`src/rtl/seg_scan_sched_pkg.sv`:
```
// Shared constants and types for the seven-segment scan scheduler.
// Segment codes are active-high {g,f,e,d,c,b,a}.
package seg_scan_sched_pkg;

   localparam int         NUM_DIGITS = 8;
   localparam int         IDX_W      = 3;
   localparam logic [7:0] SEG_OFF    = 8'hFF;
   localparam logic [7:0] EN_OFF     = 8'hFF;

   localparam logic [6:0] SEG_HEX_0 = 7'h3F;
   localparam logic [6:0] SEG_HEX_1 = 7'h06;
   localparam logic [6:0] SEG_HEX_2 = 7'h5B;
   localparam logic [6:0] SEG_HEX_3 = 7'h4F;
   localparam logic [6:0] SEG_HEX_4 = 7'h66;
   localparam logic [6:0] SEG_HEX_5 = 7'h6D;
   localparam logic [6:0] SEG_HEX_6 = 7'h7D;
   localparam logic [6:0] SEG_HEX_7 = 7'h07;
   localparam logic [6:0] SEG_HEX_8 = 7'h7F;
   localparam logic [6:0] SEG_HEX_9 = 7'h6F;
   localparam logic [6:0] SEG_HEX_A = 7'h77;
   localparam logic [6:0] SEG_HEX_B = 7'h7C;
   localparam logic [6:0] SEG_HEX_C = 7'h39;
   localparam logic [6:0] SEG_HEX_D = 7'h5E;
   localparam logic [6:0] SEG_HEX_E = 7'h79;
   localparam logic [6:0] SEG_HEX_F = 7'h71;

   typedef enum logic {
      PH_BLANK = 1'b0,
      PH_DRIVE = 1'b1
   } phase_e;

endpackage

```
`src/rtl/seg_scan_sched_if.sv`:
```
// Display bus: value/mask inputs from the counter blocks and the
// active-low anode/segment drive toward the board pins.
interface seg_scan_sched_if;
   logic [31:0] data;
   logic [7:0]  dig_mask;
   logic [7:0]  dp_mask;
   logic        lz_en;
   logic [7:0]  en;
   logic [7:0]  cx;
   logic        frame_start;

   modport master (
      output data, dig_mask, dp_mask, lz_en,
      input  en, cx, frame_start
   );

   modport slave (
      input  data, dig_mask, dp_mask, lz_en,
      output en, cx, frame_start
   );
endinterface

```
`src/rtl/seg_scan_sched_hex_to_seg.sv`:
```
// Combinational hex nibble to active-high seven-segment decoder.
module hex_to_seg
   import seg_scan_sched_pkg::*;
(
   input  logic [3:0] nib,
   output logic [6:0] seg
);

   // nibble to segment pattern lookup
   always_comb begin
      seg = SEG_HEX_0;
      case (nib)
         4'h0:    seg = SEG_HEX_0;
         4'h1:    seg = SEG_HEX_1;
         4'h2:    seg = SEG_HEX_2;
         4'h3:    seg = SEG_HEX_3;
         4'h4:    seg = SEG_HEX_4;
         4'h5:    seg = SEG_HEX_5;
         4'h6:    seg = SEG_HEX_6;
         4'h7:    seg = SEG_HEX_7;
         4'h8:    seg = SEG_HEX_8;
         4'h9:    seg = SEG_HEX_9;
         4'hA:    seg = SEG_HEX_A;
         4'hB:    seg = SEG_HEX_B;
         4'hC:    seg = SEG_HEX_C;
         4'hD:    seg = SEG_HEX_D;
         4'hE:    seg = SEG_HEX_E;
         4'hF:    seg = SEG_HEX_F;
         default: seg = SEG_HEX_0;
      endcase
   end

endmodule

```
`src/rtl/seg_scan_sched.sv`:
```
// Eight-digit seven-segment scan scheduler: one digit per slot, a blanking
// interval at the start of every slot, inputs frozen once per frame.
module seg_scan_sched
   import seg_scan_sched_pkg::*;
#(
   parameter int SCAN_DIV  = 100000,
   parameter int BLANK_CYC = 2000
)(
   input  logic              clk,
   input  logic              rst,
   seg_scan_sched_if.slave   bus
);

   localparam int               CNT_W   = $clog2(SCAN_DIV);
   localparam logic [CNT_W-1:0] CNT_MAX = CNT_W'(SCAN_DIV - 1);

   logic [CNT_W-1:0]      cnt_r, cnt_nxt_s;
   logic [IDX_W-1:0]      idx_r, idx_nxt_s;
   logic [31:0]           data_r, data_s;
   logic [NUM_DIGITS-1:0] dig_mask_r, dig_mask_s;
   logic [NUM_DIGITS-1:0] dp_mask_r, dp_mask_s;
   logic                  lz_en_r, lz_en_s;
   logic [NUM_DIGITS-1:0] sup_s;
   logic                  snap_s, dig_on_s;
   logic [3:0]            nib_s;
   logic [6:0]            seg_s;
   phase_e                phase_s;
   logic [7:0]            en_nxt_s, cx_nxt_s, en_r, cx_r;
   logic                  fs_r;

   // On the snapshot edge the shadow is not loaded yet, so decode the incoming
   // values directly; this keeps the first cycle of a frame consistent too.
   assign snap_s     = (cnt_r == '0) && (idx_r == '0);
   assign data_s     = snap_s ? bus.data     : data_r;
   assign dig_mask_s = snap_s ? bus.dig_mask : dig_mask_r;
   assign dp_mask_s  = snap_s ? bus.dp_mask  : dp_mask_r;
   assign lz_en_s    = snap_s ? bus.lz_en    : lz_en_r;
   assign nib_s      = data_s[{idx_r, 2'b00} +: 4];

   hex_to_seg u_hex_to_seg (
      .nib (nib_s),
      .seg (seg_s)
   );

   // Slot counter, digit index and per-frame shadow registers
   always_ff @(posedge clk) begin
      if (rst) begin
         cnt_r      <= '0;
         idx_r      <= '0;
         data_r     <= 32'h0000_0000;
         dig_mask_r <= 8'h00;
         dp_mask_r  <= 8'h00;
         lz_en_r    <= 1'b0;
      end else begin
         cnt_r <= cnt_nxt_s;
         idx_r <= idx_nxt_s;
         if (snap_s) begin
            data_r     <= bus.data;
            dig_mask_r <= bus.dig_mask;
            dp_mask_r  <= bus.dp_mask;
            lz_en_r    <= bus.lz_en;
         end
      end
   end

   // Next slot position: cnt wraps at the slot length, idx wraps 7 -> 0
   always_comb begin
      cnt_nxt_s = cnt_r;
      idx_nxt_s = idx_r;
      if (cnt_r == CNT_MAX) begin
         cnt_nxt_s = '0;
         idx_nxt_s = idx_r + 3'd1;
      end else begin
         cnt_nxt_s = cnt_r + CNT_W'(1);
         idx_nxt_s = idx_r;
      end
   end

   // Leading-zero mask: a digit is suppressed when it and all higher nibbles are 0
   always_comb begin
      logic zero_above;
      zero_above = 1'b1;
      sup_s      = '0;
      for (int i = NUM_DIGITS - 1; i >= 1; i--) begin
         zero_above = zero_above & (data_s[i*4 +: 4] == 4'h0);
         sup_s[i]   = lz_en_s & zero_above;
      end
   end

   assign dig_on_s = dig_mask_s[idx_r] & ~sup_s[idx_r];
   assign phase_s  = (int'({1'b0, cnt_r}) < BLANK_CYC) ? PH_BLANK : PH_DRIVE;

   // Next output values for the current slot phase
   always_comb begin
      en_nxt_s = EN_OFF;
      cx_nxt_s = SEG_OFF;
      case (phase_s)
         PH_DRIVE: begin
            if (dig_on_s) begin
               en_nxt_s = ~(8'd1 << idx_r);
               cx_nxt_s = {~dp_mask_s[idx_r], ~seg_s};
            end else begin
               en_nxt_s = EN_OFF;
               cx_nxt_s = SEG_OFF;
            end
         end
         PH_BLANK: begin
            en_nxt_s = EN_OFF;
            cx_nxt_s = SEG_OFF;
         end
         default: begin
            en_nxt_s = EN_OFF;
            cx_nxt_s = SEG_OFF;
         end
      endcase
   end

   // Registered pin drive and frame marker
   always_ff @(posedge clk) begin
      if (rst) begin
         en_r <= EN_OFF;
         cx_r <= SEG_OFF;
         fs_r <= 1'b0;
      end else begin
         en_r <= en_nxt_s;
         cx_r <= cx_nxt_s;
         fs_r <= snap_s;
      end
   end

   assign bus.en          = en_r;
   assign bus.cx          = cx_r;
   assign bus.frame_start = fs_r;

endmodule

```
`src/flat_wrapper.sv`:
```
// flat-port wrapper written by rule: the top's interface ports become plain ports
module seg_scan_sched_flat import seg_scan_sched_pkg::*;
#(
   parameter int SCAN_DIV  = 100000,
   parameter int BLANK_CYC = 2000
)
  (clk, rst, bus_data, bus_dig_mask, bus_dp_mask, bus_lz_en, bus_en, bus_cx, bus_frame_start);
  seg_scan_sched_if bus_i ();
  input  logic clk;
  input  logic rst;
  input wire logic [$bits(bus_i.data)-1:0] bus_data;
  input wire logic [$bits(bus_i.dig_mask)-1:0] bus_dig_mask;
  input wire logic [$bits(bus_i.dp_mask)-1:0] bus_dp_mask;
  input wire logic [$bits(bus_i.lz_en)-1:0] bus_lz_en;
  output wire logic [$bits(bus_i.en)-1:0] bus_en;
  output wire logic [$bits(bus_i.cx)-1:0] bus_cx;
  output wire logic [$bits(bus_i.frame_start)-1:0] bus_frame_start;
  assign bus_i.data = bus_data;
  assign bus_i.dig_mask = bus_dig_mask;
  assign bus_i.dp_mask = bus_dp_mask;
  assign bus_i.lz_en = bus_lz_en;
  assign bus_en = bus_i.en;
  assign bus_cx = bus_i.cx;
  assign bus_frame_start = bus_i.frame_start;
  seg_scan_sched #(.SCAN_DIV(SCAN_DIV), .BLANK_CYC(BLANK_CYC)) u_core (.clk(clk), .rst(rst), .bus(bus_i));
endmodule
```
`config.mk`:
```
export PLATFORM = sky130hd
export DESIGN_NAME = seg_scan_sched_flat
export DESIGN_NICKNAME = d
export VERILOG_FILES = /design/src/rtl/seg_scan_sched_pkg.sv /design/src/rtl/seg_scan_sched_if.sv /design/src/rtl/seg_scan_sched_hex_to_seg.sv /design/src/rtl/seg_scan_sched.sv /design/src/flat_wrapper.sv
export SDC_FILE = /design/constraint.sdc
export NUM_CORES = 1
export LEC_CHECK = 0
export ABC_AREA = 1
export CORE_ASPECT_RATIO = 0.6
export CORE_MARGIN = 3
export CORE_UTILIZATION = 59
export DETAILED_ROUTE_END_ITERATION = 6
export PLACE_DENSITY = 0.86
export SKIP_CTS_REPAIR_TIMING = 1
export SLEW_MARGIN = 5
export SYNTH_ARGS = -nofsm -noshare
export SYNTH_HDL_FRONTEND = slang
export SYNTH_SLANG_ARGS = --single-unit
```
`constraint.sdc`:
```
create_clock -name clk -period 6.52 [get_ports clk]
set_clock_uncertainty 0.05 [all_clocks]
set_input_delay 0.978 -clock clk [delete_from_list [all_inputs] [get_ports clk]]
set_output_delay 0.978 -clock clk [all_outputs]
set_load 0.01 [all_outputs]
```
Word-level counts from Yosys, hierarchy flattened
Memory sizes are Yosys's and may differ from the RTL's.
Index checks and enable logic that the tools add are counted.
- memory bits (read-only): 112
- output and inout port bits: 17
- memories kept: 1
- bits in registers: 86
- bits of input ports: 51
- logic and storage cells: 61
- add/subtract/negate cells: 2
- shift-type cells: 2
- order comparisons: 2
- eq/ne operators: 1
- reductions and logical operators: 11
- bitwise gates (word level): 18
- mux-type cells: 15
- memory list (memory ; words ; bits a word ; read ports ; clocked after Yosys merged registers in ; wr ports ; line ; source):
    (name not given) ; 16 ; 7 ; 1 ; 0 ; 0 ; seg_scan_sched_hex_to_seg.sv:12 ; case (nib)
- operators with widths (cell ; count):
    32-bit two-way mux ; 1
    8-bit two-way mux ; 4
    8-bit one-hot mux with 2 select lines ; 2
    32-bit by 6-bit variable part select with 4-bit output ; 1
    4-bit zero test ; 7
    17-bit by 1-bit adder with 17-bit output, second input constant ; 1
    17-bit == test, second input constant ; 1
    17-bit zero test ; 1
    17-bit by 11-bit < comparator with 1-bit output, second input constant ; 1
    1-bit AND ; 14
    1-bit binary-select mux with 3-bit select ; 3
    8-bit inverter ; 1
    1-bit by 3-bit << shifter with 8-bit output, first input constant ; 1
    7-bit inverter ; 1
    1-bit two-way mux ; 5
    3-bit by 4-bit < comparator with 1-bit output, second input constant ; 1
    3-bit by 1-bit adder with 3-bit output, second input constant ; 1
    3-bit zero test ; 1
    1-bit inverter ; 2
    2-bit OR reduction ; 1
    1-bit logical AND ; 1

Longest topological paths before layout
Gate-level depths: netlist (run 1).
- depth after elaboration: 17
- mapped depth: 23
- depth with buffers taken out: 22

Hierarchy
From an unflattened synthesis (run 1), not the netlist that was laid out.
- cells, all modules: 643
- area total of the unflattened synthesis: 4493.1 sq um
- by module, submodules not included (module ; seq. area each (sq um) ; cells an instance ; area an instance (sq um) ; instances):
    seg_scan_sched ; 1721.7 ; 591 ; 4222.8 ; 1
    hex_to_seg ; 0.0 ; 52 ; 270.3 ; 1

Worst setup path after synthesis (run 1)
Ideal clock, no wire load.
- path kind: register -> register
- start: register u_core.idx_r[0]
- end: register u_core.cx_r[6] (netlist: u_core.bus.cx[6])
- cell stages (with the launch flop): 20
- data arrival time: 2473 ps
- path buffers: 1
- setup time: 117 ps
- setup slack: 3880 ps
- required time: 6353 ps
- clock period less this slack: 2640 ps
- cell sequence: dfxtp_1 > inv_1 > ha_1 > inv_1 > nor2_2 > nand2_1 > nor2_2 > nand3_2 > buf_2 > o21ai_1 > nor2_1 > nor2_1 > nand2_1 > nand2_1 > inv_1 > ha_1 > nand3_1 > nand2_1 > a21oi_1 > nand2_1
- cells in the longest elaborated chain, start to end: 17
- elaborated cells on any way between the ends: 36
- those cells by class: shift: 1; mux: 9; bitwise: 16; reduce/logical: 9; memory: 1
- ends and longest elaborated chain (item ; line ; source):
    from (decl) ; seg_scan_sched.sv:18 ; logic [IDX_W-1:0] idx_r, idx_nxt_s;
    from (signal assigned) ; seg_scan_sched.sv:56 ; idx_r <= idx_nxt_s;
    3-bit zero test ; seg_scan_sched.sv:33 ; assign snap_s = (cnt_r == '0) && (idx_r == '0);
    1-bit logical AND ; seg_scan_sched.sv:33 ;
    32-bit two-way mux ; seg_scan_sched.sv:34 ; assign data_s = snap_s ? bus.data : data_r;
    4-bit zero test ; seg_scan_sched.sv:85 ; zero_above = zero_above & (data_s[i*4 +: 4] == 4'h0);
    1-bit AND (6 in series) ; seg_scan_sched.sv:85 ;
    1-bit AND ; seg_scan_sched.sv:86 ; sup_s[i] = lz_en_s & zero_above;
    1-bit binary-select mux with 3-bit select ; seg_scan_sched.sv:90 ; assign dig_on_s = dig_mask_s[idx_r] & ~sup_s[idx_r];
    1-bit two-way mux (implied by the code) ; seg_scan_sched.sv:90 ;
    1-bit inverter ; seg_scan_sched.sv:90 ;
    1-bit AND ; seg_scan_sched.sv:90 ;
    8-bit two-way mux (*) ; seg_scan_sched.sv:99 ; if (dig_on_s) begin
    8-bit one-hot mux with 2 select lines (*) ; seg_scan_sched.sv:97 ; case (phase_s)
    to (signal assigned) ; seg_scan_sched.sv:126 ; cx_r <= cx_nxt_s;
    to (decl) ; seg_scan_sched.sv:28 ; logic [7:0] en_nxt_s, cx_nxt_s, en_r, cx_r;
Every way passes the cells marked *; elsewhere a longest branch is shown, timed or not. The select of a mux whose other input is x is not followed.
A chain may end at the register's enable or synchronous reset.

Worst setup path after layout (run 1)
- start: register u_core.idx_r[0]
- end: register u_core.cx_r[0] (netlist: u_core.bus.cx[0])
Same word-level chain as after synthesis.

==> summary.md, run 1 <==
| Metric | Value |
|---|---|
| Synthesis warning total | `0` |
| Slew HR | `0.1968` |
| Post-synth top cells | `nand2_1, dfxtp_1, nor2_1` |
| P&R area growth vs syn | `21.72%` |
| Setup TNS | `0 ns` |
| DRT iter0 DRCs | `around 570` |
| Initial antenna violation count | `0` |
| Clock Latency Late Sink | `0.34 ns` |
| # setup viols final | `0` |
| Die Width | `119.0 um` |
| Net Switching | `0.3926 mW` |
| Switching share of total power | `0.2868` |
| Maximum net fanout on the critical path | `19` |
| Int Power | `0.9761 mW` |
| Avg WL per Cell | `between 10 and 15 um` |
| CP Class | `flip-flop to flip-flop` |
| Initial Utilization | `0.6146` |
| Part of the cycle the worst path needs | `0.5804` |
| Largest net degree at the start of global routing | `53` |
| Combinational group share of total power | `0.206` |
| Status | `completed` |
| Vias | `about 4,600` |
| DRC viols | `0` |
| Clock Root Buffer | `clkbuf_16` |
| Top post-synthesis cells by area | `dfxtp_1, nand2_1, nor2_1, inv_1, nand4_1` |
| Clk buf depth | `2` |
| Reg clk slew, reported paths | `approximately 0.060 ns` |
| Worst-Margin Slew | `around 1.2 ns` |
| Avg Cell Area, Syn | `6.790 sq um` |
| TritonRoute pass-1 iters | `6` |
| Mapped cell area | `4522 sq um` |
| Mapped Cells | `~670` |
| Post-Syn Nets | `731` |
| RSZ-0062 raised after global routing | `no` |
| Power Dens Cells | `248.7 nW/um^2` |
| # IOs | `68` |
| Avg Vias per Cell | `5.514` |
| Clock share of power | `0.379` |
| Synth Flop Type | `dfxtp_1` |
| Number of global-route vias before repair | `4,107` |
| Post-synth EDFFs | `0` |
| Startpoint types | `flip-flop` |
| Final hold viol count | `0` |
| Max Cap Viol | `0` |
| CTS sink count | `86` |
| Die area | `8785 sq um` |
| Final ANT Viol Nets | `0` |
| Antenna diodes | `0` |
| Top cell type's share of synthesized area | `0.3807` |
| Async S/R FF share, synth | `0` |
| Global route overflow | `0` |
| Final wirelength | `12.39 mm` |
| CTS H-tree lvls | `3` |
| Seq cells post-synth | `86` |
| First-pass GRT wire length | `19.91 mm` |
| FMAX | `0.2643 GHz` |
| Worst slack, placed | `between 2 and 3 ns` |
| Share of cells above drive strength 1 | `0.05655` |
| CTS tree | `done` |
| Maximum VDD drop | `0.1831 mV` |
| Final net count | `between 700 and 800` |
| Tot GR Track Use | `0.2899` |
| WHS Path Cells | `1` |
| Final Critical Period | `between 3 and 4 ns` |
| Most numerous cell in the Yosys netlist | `nand2_1` |
| Buffers on Ports | `67` |
| Worst r2r path cells | `20` |
| Vert. Die Dim | `between 70 and 80 um` |
| Worst reg2reg setup slack | `about 2.7 ns` |
| Final Max Slew Viols | `0` |
| Sequential element share of the synthesized area | `0.3807` |
| Yosys top cell by area | `dfxtp_1` |
| P_leak | `roughly 2.6 nW` |
| # rows | `24` |
| RD Place Congestion | `0.9110` |
| Core Area | `around 7400 sq um` |
| HPWL after DPL | `8.977 mm` |
| Crit end category | `flip-flop` |
| Worst EP required | `6.71 ns` |
| Total CTS buffers | `9` |
| Hold crit path type | `flip-flop to flip-flop` |
| Setup slack after layout | `2.736 ns` |
| Sequential share of power | `0.415` |
| CP arrival | `approximately 4.0 ns` |
| Post-synth cell types | `35` |
-- cells in the final DEF (no fill, tap or decap), drive strengths merged --
cell type,netlist,final
buf,13,2
xnor2,1,1
nor3b,3,3
o21a,2,2
bufinv,0,1
o21ai,13,13
a211oi,1,1
o21bai,1,1
nand3,58,58
clkdlybuf4s50,0,66
nand2,185,185
nor2,89,89
a21oi,41,41
and2,2,2
a221oi,1,1
xor2,2,2
or2,1,1
clkinvlp,0,1
clkbuf,12,13
inv,82,82
dfxtp,86,86
nor4,2,2
ha,14,14
nor3,5,5
mux2i,7,7
nand4,45,45
clkinv,0,1
-- logic make-up (layout without fill, tap and decap cells) --
family          count (synthesis)  after routing  synth area share
buf+inv                       107            166           0.09546
fa+ha+maj                      14             14           0.03874
flops                          86             86            0.3807
compound gates                 59             59           0.06835
mux                             7              7           0.01550
xor+xnor                        3              3          0.005812
simple gates                  390            390            0.3954
-- final timing paths --
kind / endpoint / start
hold reg to reg: u_core.cnt_r[0] / u_core.cnt_r[0]
setup / recovery: u_core.bus.cx[0] / u_core.idx_r[0]
hold / removal: u_core.cnt_r[0] / u_core.cnt_r[0]
setup reg to reg: u_core.bus.cx[0] / u_core.idx_r[0]
-- state kept, by name, summed over array words and instances (netlist names) --
| name | cells |
|---|---|
| u_core.idx_r | 3 |
| u_core.bus.frame_start | 1 |
| u_core.bus.en | 8 |
| u_core.dp_mask_r | 8 |
| u_core.lz_en_r | 1 |
| u_core.dig_mask_r | 8 |
| u_core.bus.cx | 8 |
| u_core.cnt_r | 17 |
| u_core.data_r | 32 |
-- power by group through the flow --
stage	Combinational, mW	Clock, mW	Sequential (mW)
2_1_floorplan	0.195	0	0.577
3_3_place_gp	0.262	0	0.578
3_5_place_dp	0.270	0	0.579
4_1_cts	0.275	0.525	0.568
5_1_grt	0.312	0.549	0.570
6_report	0.282	0.518	0.568
-- layer usage --
layer	GRT usage	wire length, um
met1	0.4070	5646
met2	0.4228	5122
met3	0.09077	1423
met4	0.09756	198
met5	0	0
-- worst max-delay path, cell delays in order (launching register included) --
cell,delay (ns)
dfxtp_1,0.36
inv_1,0.19
ha_1,0.20
inv_1,0.05
nor2_2,0.17
nand2_1,0.09
nor2_2,0.45
nand3_2,0.50
nand2_1,0.26
nand3_1,0.10
nand2_1,0.13
inv_1,0.04
nand3_1,0.05
nand2_1,0.19
ha_1,0.30
inv_1,0.09
nand3_1,0.11
nand3_1,0.12
nand2_1,0.10
inv_1,0.07
nand2_1,0.04
-- area by class of cell --
class	instances	area, sq um
clock buffers	13	260.3
clock inverters	3	42.54
fillers	568	1853
inverters	82	307.8
multi-input cells	473	2369
flip-flops and latches	86	1722
well taps	104	130.1
repair buffers	68	673.1
-- per-stage QoR --
stage / instances / power [mW] / utilization / hold slack, ns / area, sq um
after floorplan: 666 / 0.7721 / - / 0.3800 / 4522
after global placement: 813 / 0.8397 / 0.7070 / 0.3928 / 5201
after detailed placement: 813 / 0.8487 / 0.7070 / 0.4023 / 5201
after CTS: 829 / 1.368 / 0.7481 / 0.4151 / 5504
after global routing: 829 / 1.431 / 0.7481 / 0.4294 / 5504
final: 829 / 1.369 / 0.7481 / 0.4117 / 5504
No activity file was read; power rests on OpenSTA's default activity.
==> inputs of run 2 (changes only) <==
--- a/config.mk
+++ b/config.mk
@@ -8,9 +8,9 @@
 export ABC_AREA = 1
 export CORE_ASPECT_RATIO = 0.6
 export CORE_MARGIN = 3
-export CORE_UTILIZATION = 59
+export CORE_UTILIZATION = 49
 export DETAILED_ROUTE_END_ITERATION = 6
-export PLACE_DENSITY = 0.86
+export PLACE_DENSITY = 0.76
 export SKIP_CTS_REPAIR_TIMING = 1
 export SLEW_MARGIN = 5
 export SYNTH_ARGS = -nofsm -noshare
==> constraint.sdc (replaced) <==
create_clock -name clk -period 3.25 [get_ports clk]
set_clock_uncertainty 0.05 [all_clocks]
set_input_delay 0.4875 -clock clk [delete_from_list [all_inputs] [get_ports clk]]
set_output_delay 0.4875 -clock clk [all_outputs]
set_load 0.01 [all_outputs]
==> run 2 against run 1 <==
  * Sequential share of layout area is 0.85 points lower
  * Wire length rose by 4.4%
  * Via count increased by 1.3%
  * Register-to-register slack got worse by 2.4 ns
  * Largest power group unchanged
==> summary.md, run 2 (same netlist as run 1, synthesis figures left out) <==
| Metric | Value |
|---|---|
| GRT Max-Usage Layer | `met1 (was met2)` |
| Initial antenna violation count | `0 (unchanged)` |
| Worst slack, placed | `0.1459 ns (was 2.983 ns)` |
| Crit path buffers/inverters | `5 (unchanged)` |
| Power Dens Cells | `501.3 nW/um^2 (was 248.7 nW/um^2)` |
| Final core occ | `0.6466 (was 0.7481)` |
| Clock Latency Late Sink | `0.34 ns (about the same)` |
| CP cell instances | `inv_2 -> ha_1 -> inv_1 -> nor2_4 -> nand2_1 -> nor2_2 -> buf_4 -> nand4_1 -> nand3_1 -> nand3_1 -> nor2_1 -> nor2_2 -> ha_1 -> inv_1 -> nand3_1 -> nand3_1 -> nand2_1 -> inv_1 -> nand2_1 (was inv_1 -> ha_1 -> inv_1 -> nor2_2 -> nand2_1 -> nor2_2 -> nand3_2 -> nand2_1 -> nand3_1 -> nand2_1 -> inv_1 -> nand3_1 -> nand2_1 -> ha_1 -> inv_1 -> nand3_1 -> nand3_1 -> nand2_1 -> inv_1 -> nand2_1)` |
| Status | `completed (unchanged)` |
| FMAX | `0.3473 GHz (was 0.2643 GHz)` |
| Biggest regs | `u_core.data_r (32), u_core.cnt_r (17) (unchanged)` |
| P_leak | `2.646 nW (was 2.563 nW)` |
| CP Class | `flip-flop to flip-flop (unchanged)` |
| Tot GR Track Use | `0.2499 (was 0.2899)` |
| Hold crit path type | `flip-flop to flip-flop (unchanged)` |
| First-pass GRT wire length | `20.22 mm (was 19.91 mm)` |
| Slowest CP cell | `dfxtp_1 (was nand3_2)` |
| Placed cell count | `833 (was 813)` |
| RD Place Congestion | `0.9723 (was 0.9110)` |
| Global route overflow | `0 (unchanged)` |
| Hold slack | `0.4171 ns (was 0.4117 ns)` |
| Largest net degree at the start of global routing | `52 (was 53)` |
| Met2 Use GR | `0.3494 (was 0.4228)` |
| M1 GR Usage | `0.3772 (was 0.4070)` |
| Antenna diodes | `0 (unchanged)` |
| Core Area | `8751 sq um (was 7357 sq um)` |
| Avg WL per Cell | `15.22 um (was 14.95 um)` |
| Slowest stage delay, CP | `0.38 ns (was 0.50 ns)` |
| Crit end category | `flip-flop (unchanged)` |
| RSZ-0062 raised after global routing | `no (unchanged)` |
| HPWL after DPL | `9.474 mm (was 8.977 mm)` |
| Part of the cycle the worst path needs | `0.8858 (was 0.5804)` |
| CTS H-tree lvls | `3 (unchanged)` |
| # rows | `26 (was 24)` |
| Worst-Margin Slew | `0.8164 ns (was 1.200 ns)` |
| DRC viols | `0 (unchanged)` |
| Final net count | `798 (was 785)` |
| Startpoint types | `flip-flop (unchanged)` |
| Share of cells above drive strength 1 | `0.07995 (was 0.05655)` |
| Fin cells | `850 (was 829)` |
| Most frequent cell on the critical path | `nand3_1 (was nand2_1)` |
| Final hold viol count | `0 (unchanged)` |
| # setup viols final | `0 (unchanged)` |
| Number of global-route vias before repair | `3,964 (was 4,107)` |
| Avg Vias per Cell | `5.446 (was 5.514)` |
| CTS tree | `done (unchanged)` |
| Final wirelength | `12.93 mm (was 12.39 mm)` |
| Clk buf depth | `2 (unchanged)` |
| CTS sink count | `86 (unchanged)` |
| Most common cell after layout, fill and taps aside | `nand2_1 (unchanged)` |
| CP top delay family | `simple AND/OR/NAND/NOR gates (unchanged)` |
| Maximum VDD drop | `0.3261 mV (was 0.1831 mV)` |
| Worst EP required | `3.44 ns (was 6.71 ns)` |
| Die area | `10,450 sq um (was 8785 sq um)` |
| Top reg by flops | `u_core.data_r (unchanged)` |
| Vias | `4,629 (was 4,571)` |
| Largest register FFs | `32 (unchanged)` |
| Final Critical Period | `2.879 ns (was 3.784 ns)` |
| Max Cap Viol | `0 (unchanged)` |
| Die Width | `130.0 um (was 119.0 um)` |
| Buffers on Ports | `67 (unchanged)` |
| CP arrival | `3.06 ns (was 3.97 ns)` |
| Met3 usage | `0.06844 (was 0.09077)` |
| Slew HR | `0.4507 (was 0.1968)` |
| Final Max Slew Viols | `0 (unchanged)` |
| Initial Utilization | `0.5167 (was 0.6146)` |
| Commonest cells after routing, fill and taps aside | `nand2_1, dfxtp_1, nor2_1 (unchanged)` |
| Clock Root Buffer | `clkbuf_16 (unchanged)` |
| TritonRoute pass-1 iters | `5 (was 6)` |
| Total CTS buffers | `9 (unchanged)` |
| Setup TNS | `0 ns (unchanged)` |
| Vert. Die Dim | `80.41 um (was 73.81 um)` |
| Final ANT Viol Nets | `0 (unchanged)` |
| Setup slack after layout | `0.3710 ns (was 2.736 ns)` |
| Maximum net fanout on the critical path | `13 (was 19)` |
| Reg clk slew, reported paths | `0.06 ns (about the same)` |
| P&R area growth vs syn | `25.12% (was 21.72%)` |
| DRT iter0 DRCs | `386 (was 572)` |
| # IOs | `68 (unchanged)` |
-- run 2: cell count changes in the layout (fill, tap and decap cells not counted), sizes merged --
cell / before / now
nand3: 58 / 59
clkinv: 1 / 3
clkinvlp: 1 / 0
buf: 2 / 14
clkbuf: 13 / 11
bufinv: 1 / 2
-- run 2: path summary, 6_finish.rpt --
| kind | to | from | cells after the start | slack [ns] |
|---|---|---|---|---|
| setup / recovery | u_core.bus.cx[0] | u_core.idx_r[1] | 19 | 0.37 |
| hold / removal | u_core.data_r[22] | u_core.data_r[22] | 2 | 0.42 |
| setup reg to reg | u_core.bus.cx[0] | u_core.idx_r[1] | 19 | 0.37 |
| hold reg to reg | u_core.data_r[22] | u_core.data_r[22] | 2 | 0.42 |
-- run 2: per-stage QoR --
step	power, mW	instance area, sq um
global placement	1.699	5301
detailed placement	1.717	5301
global route	2.961	5658
CTS	2.832	5627
floorplan	1.549	4522
finish	2.836	5658
-- run 2: power by group --
group | total (mW) | internal (mW) | leakage, nW | switching, mW
Sequential | 1.14 | 1.12 | 0.705 | 0.0197
Clock | 1.12 | 0.696 | 0.160 | 0.422
Combinational | 0.580 | 0.217 | 1.78 | 0.363
Total | 2.84 | 2.03 | 2.65 | 0.805
-- run 2: final cells by class --
cell class / instances / area [sq um]
Tap cell: 112 / 140.1
Sequential cell: 86 / 1722
Multi-Input combinational cell: 474 / 2396
Fill cell: 773 / 3093
Inverter: 82 / 307.8
Clock buffer: 11 / 242.7
Clock inverter: 5 / 82.58
Timing Repair Buffer: 80 / 767.0
-- run 2: worst reg2reg max path: cells and delay by family (launching register included) --
kind,cells,cell delay (ns)
AND/OR/NAND/NOR,12,1.35
buffers and inverters,5,0.59
adder cells (fa/ha/maj),2,0.43
flip-flops,1,0.38
-- run 2: per-layer routing --
| metal | up-vias | part of all wire |
|---|---|---|
| li1 | 2293 | - |
| met1 | 2133 | 0.49 |
| met3 | 10 | 0.098 |
| met2 | 193 | 0.40 |
| met5 | - | 0 |
| met4 | 0 | 0.0077 |
